**src/rtl/board_renderer_pkg.sv**
```systemverilog
// Shared board geometry and render types for the front-buffer reader.
package board_renderer_pkg;
   localparam int WORD_SIZE      = 16;
   localparam int LOG_WORD_SIZE  = 4;
   localparam int BOARD_SIZE     = 32;
   localparam int LOG_BOARD_SIZE = 5;
   localparam int WORDS_PER_ROW  = BOARD_SIZE / WORD_SIZE;
   localparam int LOG_MAX_ADDR   = 6;

   typedef logic [LOG_BOARD_SIZE-1:0] pos_t;
   typedef logic [11:0]               rgb_t;

   typedef struct packed {
      logic                     in_board;
      logic [LOG_WORD_SIZE-1:0] bit_idx;
      logic                     grid;
      logic                     cursor_hit;
   } render_side_t;
endpackage

```
**src/rtl/board_renderer_delay.sv**
```systemverilog
// Fixed-depth shift register with a settable reset value; carries sync and side info.
module render_delay #(
   parameter int             W       = 1,
   parameter int             DEPTH   = 1,
   parameter logic [W-1:0]   RST_VAL = '0
) (
   input  logic         i_clk,
   input  logic         i_rst,
   input  logic [W-1:0] i_d,
   output logic [W-1:0] o_q
);
   logic [DEPTH-1:0][W-1:0] r_pipe;

   always_ff @(posedge i_clk) begin
      if (i_rst) begin
         r_pipe <= {DEPTH{RST_VAL}};
      end else begin
         r_pipe[0] <= i_d;
         for (int i = 1; i < DEPTH; i++) r_pipe[i] <= r_pipe[i-1];
      end
   end

   assign o_q = r_pipe[DEPTH-1];
endmodule

```
**src/rtl/board_renderer.sv**
```systemverilog
// Raster reader of the board front buffer: cell words -> RGB444 pixels with cursor,
// optional grid and a once-per-frame swap trigger after the last board line.
module board_renderer
   import board_renderer_pkg::*;
#(
   parameter int          LOG_CELL_PX  = 2,
   parameter logic [10:0] BOARD_X0     = 11'd64,
   parameter logic [9:0]  BOARD_Y0     = 10'd32,
   parameter bit          GRID_EN      = 1'b1,
   parameter rgb_t        ALIVE_COLOR  = 12'hFFF,
   parameter rgb_t        DEAD_COLOR   = 12'h000,
   parameter rgb_t        GRID_COLOR   = 12'h222,
   parameter rgb_t        CURSOR_COLOR = 12'hF00
) (
   input  logic                    clk_in,
   input  logic                    rst_in,
   input  logic [10:0]             hcount_in,
   input  logic [9:0]              vcount_in,
   input  logic                    hsync_in,
   input  logic                    vsync_in,
   input  logic                    blank_in,
   input  pos_t                    cursor_x_in,
   input  pos_t                    cursor_y_in,
   input  logic [WORD_SIZE-1:0]    data_r_in,
   output logic [LOG_MAX_ADDR-1:0] addr_r_out,
   output rgb_t                    pixel_out,
   output logic                    hsync_out,
   output logic                    vsync_out,
   output logic                    blank_out,
   output logic                    frame_start_out
);
   localparam logic [10:0] BOARD_PX_X  = 11'(BOARD_SIZE << LOG_CELL_PX);
   localparam logic [9:0]  BOARD_PX_Y  = 10'(BOARD_SIZE << LOG_CELL_PX);
   localparam logic [9:0]  FRAME_END_V = BOARD_Y0 + BOARD_PX_Y;

   logic [10:0]             w_dx;
   logic [9:0]              w_dy;
   pos_t                    w_cx, w_cy;
   logic                    w_in_board;
   render_side_t            w_side, w_side_d;
   logic [LOG_MAX_ADDR-1:0] w_addr;
   logic [2:0]              w_sync_d;

   logic [LOG_MAX_ADDR-1:0] r_addr;
   rgb_t                    r_pixel;
   logic                    r_hsync, r_vsync, r_blank;
   logic                    r_armed, r_frame_start;

   // S0: cell mapping, address and side info
   assign w_dx = hcount_in - BOARD_X0;
   assign w_dy = vcount_in - BOARD_Y0;
   assign w_cx = pos_t'(w_dx >> LOG_CELL_PX);
   assign w_cy = pos_t'(w_dy >> LOG_CELL_PX);
   assign w_in_board = (hcount_in >= BOARD_X0) && (hcount_in < BOARD_X0 + BOARD_PX_X) &&
                       (vcount_in >= BOARD_Y0) && (vcount_in < BOARD_Y0 + BOARD_PX_Y);

   assign w_addr = LOG_MAX_ADDR'(w_cy) * LOG_MAX_ADDR'(WORDS_PER_ROW) +
                   LOG_MAX_ADDR'(w_cx[LOG_BOARD_SIZE-1:LOG_WORD_SIZE]);

   always_comb begin
      w_side            = '0;
      w_side.in_board   = w_in_board;
      // leftmost cell of a word sits in the MSB
      w_side.bit_idx    = LOG_WORD_SIZE'(WORD_SIZE-1) - w_cx[LOG_WORD_SIZE-1:0];
      w_side.grid       = GRID_EN && ((w_dx[LOG_CELL_PX-1:0] == '0) ||
                                      (w_dy[LOG_CELL_PX-1:0] == '0));
      w_side.cursor_hit = w_in_board && (w_cx == cursor_x_in) && (w_cy == cursor_y_in);
   end

   always_ff @(posedge clk_in) begin
      if (rst_in)          r_addr <= '0;
      else if (w_in_board) r_addr <= w_addr;
   end

   // S0+S1 for side info and syncs; S2 is the output register below
   render_delay #(.W($bits(render_side_t)), .DEPTH(2), .RST_VAL('0)) u_side_dly (
      .i_clk (clk_in),
      .i_rst (rst_in),
      .i_d   (w_side),
      .o_q   (w_side_d)
   );

   render_delay #(.W(3), .DEPTH(2), .RST_VAL(3'b111)) u_sync_dly (
      .i_clk (clk_in),
      .i_rst (rst_in),
      .i_d   ({hsync_in, vsync_in, blank_in}),
      .o_q   (w_sync_d)
   );

   always_ff @(posedge clk_in) begin
      if (rst_in) begin
         r_pixel <= DEAD_COLOR;
         r_hsync <= 1'b1;
         r_vsync <= 1'b1;
         r_blank <= 1'b1;
      end else begin
         {r_hsync, r_vsync, r_blank} <= w_sync_d;
         if (!w_side_d.in_board || w_sync_d[0]) r_pixel <= DEAD_COLOR;
         else if (w_side_d.cursor_hit)          r_pixel <= CURSOR_COLOR;
         else if (w_side_d.grid)                r_pixel <= GRID_COLOR;
         else if (data_r_in[w_side_d.bit_idx])  r_pixel <= ALIVE_COLOR;
         else                                   r_pixel <= DEAD_COLOR;
      end
   end

   // Armed only by a real top-of-frame, so a mid-frame reset never fires a partial trigger
   always_ff @(posedge clk_in) begin
      if (rst_in) begin
         r_armed       <= 1'b0;
         r_frame_start <= 1'b0;
      end else begin
         r_frame_start <= 1'b0;
         if (vcount_in == '0) r_armed <= 1'b1;
         if (r_armed && hcount_in == '0 && vcount_in == FRAME_END_V) begin
            r_frame_start <= 1'b1;
            r_armed       <= 1'b0;
         end
      end
   end

   assign addr_r_out      = r_addr;
   assign pixel_out       = r_pixel;
   assign hsync_out       = r_hsync;
   assign vsync_out       = r_vsync;
   assign blank_out       = r_blank;
   assign frame_start_out = r_frame_start;
endmodule

```
**config.mk**
```make
export PLATFORM = sky130hd
export DESIGN_NAME = board_renderer
export DESIGN_NICKNAME = d
export VERILOG_FILES = /design/src/rtl/board_renderer_pkg.sv /design/src/rtl/board_renderer_delay.sv /design/src/rtl/board_renderer.sv
export SDC_FILE = /design/constraint.sdc
export NUM_CORES = 1
export LEC_CHECK = 0
export ABC_AREA = 0
export CORE_MARGIN = 2
export CORE_UTILIZATION = 42
export CTS_CLUSTER_DIAMETER = 30
export DETAILED_ROUTE_END_ITERATION = 7
export PLACE_DENSITY_LB_ADDON = 0.25
export SYNTH_ARGS = -nofsm -noshare
export SYNTH_HDL_FRONTEND = slang
export SYNTH_SLANG_ARGS = --single-unit
```
**constraint.sdc**
```tcl
create_clock -name clk_in -period 2.8 [get_ports clk_in]
set_input_delay 0.56 -clock clk_in [delete_from_list [all_inputs] [get_ports clk_in]]
set_output_delay 0.56 -clock clk_in [all_outputs]
set_load 0.02 [all_outputs]
```
==> results.py <==
metrics = {
    "clock_network": {
        "htree_levels": 2,
        "cts_tree": "done",
        "cts-buffers-inserted": 5,
        "clock-sinks": 35,
        "clockBufferDepth": 2,
        "cts_setup_buffers": 0,
        "cts_resized": 0,
        "clkTransAtPathRegs_ns": 0.10,
        "clockRootBuffer": "clkbuf_4",
        "clk-insertion-delay-late_ns": 0.34,
        "cts_hold_buffers": 0,
    },
    "timing": {
        "finalClockSkew_ns": 0.00996,
        "relSlewSlack_pct": 57.3,
        "hold_viol": 0,
        "worst_slack_ns": 0.866,
        "setup_viol": 0,
        "maxSlewViolCount": 0,
        "setup_tns_ns": 0,
        "min_period_over_period_pct": 69.1,
        "fmax_mhz": 517,
        "hold_ws_ns": 0.422,
        "rsz0062_at_grt": "false",
        "worstMarginPinSlew_ns": 0.635,
        "period_minus_slack_ns": 1.93,
    },
    "critical_path": {
        "path_cells": "clkdlybuf4s50_1",
        "critPathMaxFanout": 6,
        "slowest_delay_ns": 0.63,
        "critPathBufInv": 1,
        "startpoint_type": "register",
        "cp_slowest_cell": "clkdlybuf4s50_1",
        "arrival_ns": 1.37,
        "critPathCaptureType": "output pin",
        "crit_type": "reg -> out",
        "required_ns": 2.24,
        "cp_top_family": "buffers and inverters",
    },
    "drt": {
        "via_per_inst": 4.95,
        "drt_iter0_drc": 18,
        "wirelength_um": 3320,
        "ant_nets": 0,
        "drc": 0,
        "vias": 1283,
        "dr.pass1.iters": 4,
        "wire_per_inst_um": 12.8,
    },
    "synth": {
        "syn_area_um2": 1450,
        "ys_seq_area_share_pct": 48.4,
        "ys_types": 30,
        "ys_seq_elements": 35,
        "syn_inst": 143,
        "ys_warn_count": 0,
        "synth_nets": 196,
        "synth_area_per_cell_um2": 10.1,
    },
    "floorplanning": {
        "pin_count": 74,
        "die_x_um": 62.7,
        "initial_core_util_pct": 43.7,
        "die_area_um2": 3930,
        "core-area_um2": 3310,
        "rows": 21,
        "dieHeight_um": 62.7,
    },
    "global_route": {
        "grt_use_met1_pct": 18.2,
        "grt_use_met2_pct": 32.0,
        "grt_overflow_total": 0,
        "top_usage_layer": "met2",
        "grt_pass1_wl_um": 5530,
        "met3_usage_pct": 7.75,
        "antenna_found_initial": 0,
        "grt_max_degree": 31,
        "grtUsageTotal_pct": 18.2,
        "grt_pass1_vias": 1254,
    },
    "final_layout": {
        "area_growth_pct": 53.5,
        "antenna_cells": 0,
        "fill_cells": 285,
        "drive_above_1_share_pct": 10.3,
        "most-common-layout-cells": "clkdlybuf4s50_1 (73), dfxtp_1 (35), nor2_1 (14)",
        "layout_commonest_cell": "clkdlybuf4s50_1",
        "final_cells": 259,
        "nets": 265,
    },
    "placement": {
        "gp_congestion": 0.882,
        "io_buffers": 73,
        "place_ws_ns": 0.553,
        "dp_hpwl_um": 2650,
        "dp_cells": 251,
    },
    "run": {
        "drv_cap": 0,
    },
    "outcome": {
        "outcome": "finished, final reports clean",
    },
    "power_and_ir_drop": {
        "power_leakage_nw": 0.790,
        "p_per_area_nw_per_um2": 417,
        "ir_drop_mv": 0.222,
        "power_uw": 927,
    },
    "min_path": {
        "min_path_type": "reg -> reg",
    },
}
-- per-stage QoR --
stage	utilization, %	area (um^2)
2_1_floorplan	-	1450
3_3_place_gp	65.5	2170
3_5_place_dp	65.5	2170
4_1_cts	67.1	2220
5_1_grt	67.1	2220
6_report	67.1	2220
-- cells by family (layout without fill, tap and decap cells) --
logic type	after synthesis	count (layout)	synth area share, %
AND/OR/NAND/NOR	58	58	22.8
flip-flops	35	35	48.4
AO/OA/AOI/OAI	16	16	6.14
buffers and inverters	15	85	5.96
XOR/XNOR	11	11	6.65
multiplexers	7	7	9.16
adder cells (fa/ha/maj)	1	1	0.864
-- synthesized netlist by cell type, drive strengths merged --
| cell | count | area share [%] |
|---|---|---|
| ha | 1 | 0.86 |
| nand4 | 2 | 0.86 |
| xor2 | 7 | 4.2 |
| a211oi | 3 | 1.6 |
| or4 | 2 | 1.3 |
| mux2 | 1 | 0.78 |
| nor4 | 6 | 3.5 |
| nor2b | 8 | 3.5 |
| or3 | 1 | 0.43 |
| mux2i | 2 | 1.4 |
| or2 | 9 | 4.1 |
| and3 | 1 | 0.43 |
| o21ai | 5 | 1.7 |
| inv | 3 | 0.78 |
| a21oi | 7 | 2.4 |
| or4b | 1 | 0.69 |
| nand3 | 7 | 2.4 |
| nor3 | 3 | 1.0 |
| a31oi | 1 | 0.43 |
| nand2 | 4 | 1.0 |
| buf | 8 | 4.1 |
| nor2 | 14 | 3.6 |
| mux4 | 4 | 7.0 |
| clkbuf | 4 | 1.0 |
| dfxtp | 35 | 48 |
| xnor2 | 4 | 2.4 |
-- area by class of cell --
type	instances	area, um^2	share of cell area [%]
Timing Repair Buffer	74	738	33.2
Tap cell	46	57.6	2.59
Inverter	3	11.3	0.507
Multi-Input combinational cell	93	661	29.7
Clock inverter	2	12.5	0.563
Sequential cell	35	701	31.5
Clock buffer	6	41.3	1.86
-- flip-flops by register name (all words and copies together), names as in the netlist --
signal	flops
addr_r_out	6
blank_out	1
frame_start_out	1
hsync_out	1
pixel_out	4
r_armed	1
u_side_dly.o_q	7
u_side_dly.r_pipe	7
u_sync_dly.o_q	3
u_sync_dly.r_pipe	3
vsync_out	1
-- path summary, 6_finish.rpt --
check,from,end,slack (ns),depth (start not counted)
setup / recovery,pixel_out[6],pixel_out[6],0.87,1
hold / removal,u_sync_dly.r_pipe[0],u_sync_dly.o_q[0],0.42,1
setup reg to reg,u_side_dly.o_q[4],pixel_out[1],1.21,4
hold reg to reg,u_sync_dly.r_pipe[0],u_sync_dly.o_q[0],0.42,1
-- power by group --
part	internal (mW)	total, mW	switching (mW)
Sequential	0.510	0.516	0.00533
Combinational	0.0964	0.149	0.0526
Clock	0.0968	0.262	0.165
Total	0.703	0.927	0.223
-- layer usage --
layer	share of wire, %	vias to the layer above	wire, um
met2	49	79	1620
met5	0	-	0
met1	38	568	1250
met3	11	9	359
met4	2.5	0	83
li1	-	627	-
(Power assumes the default switching activity.)
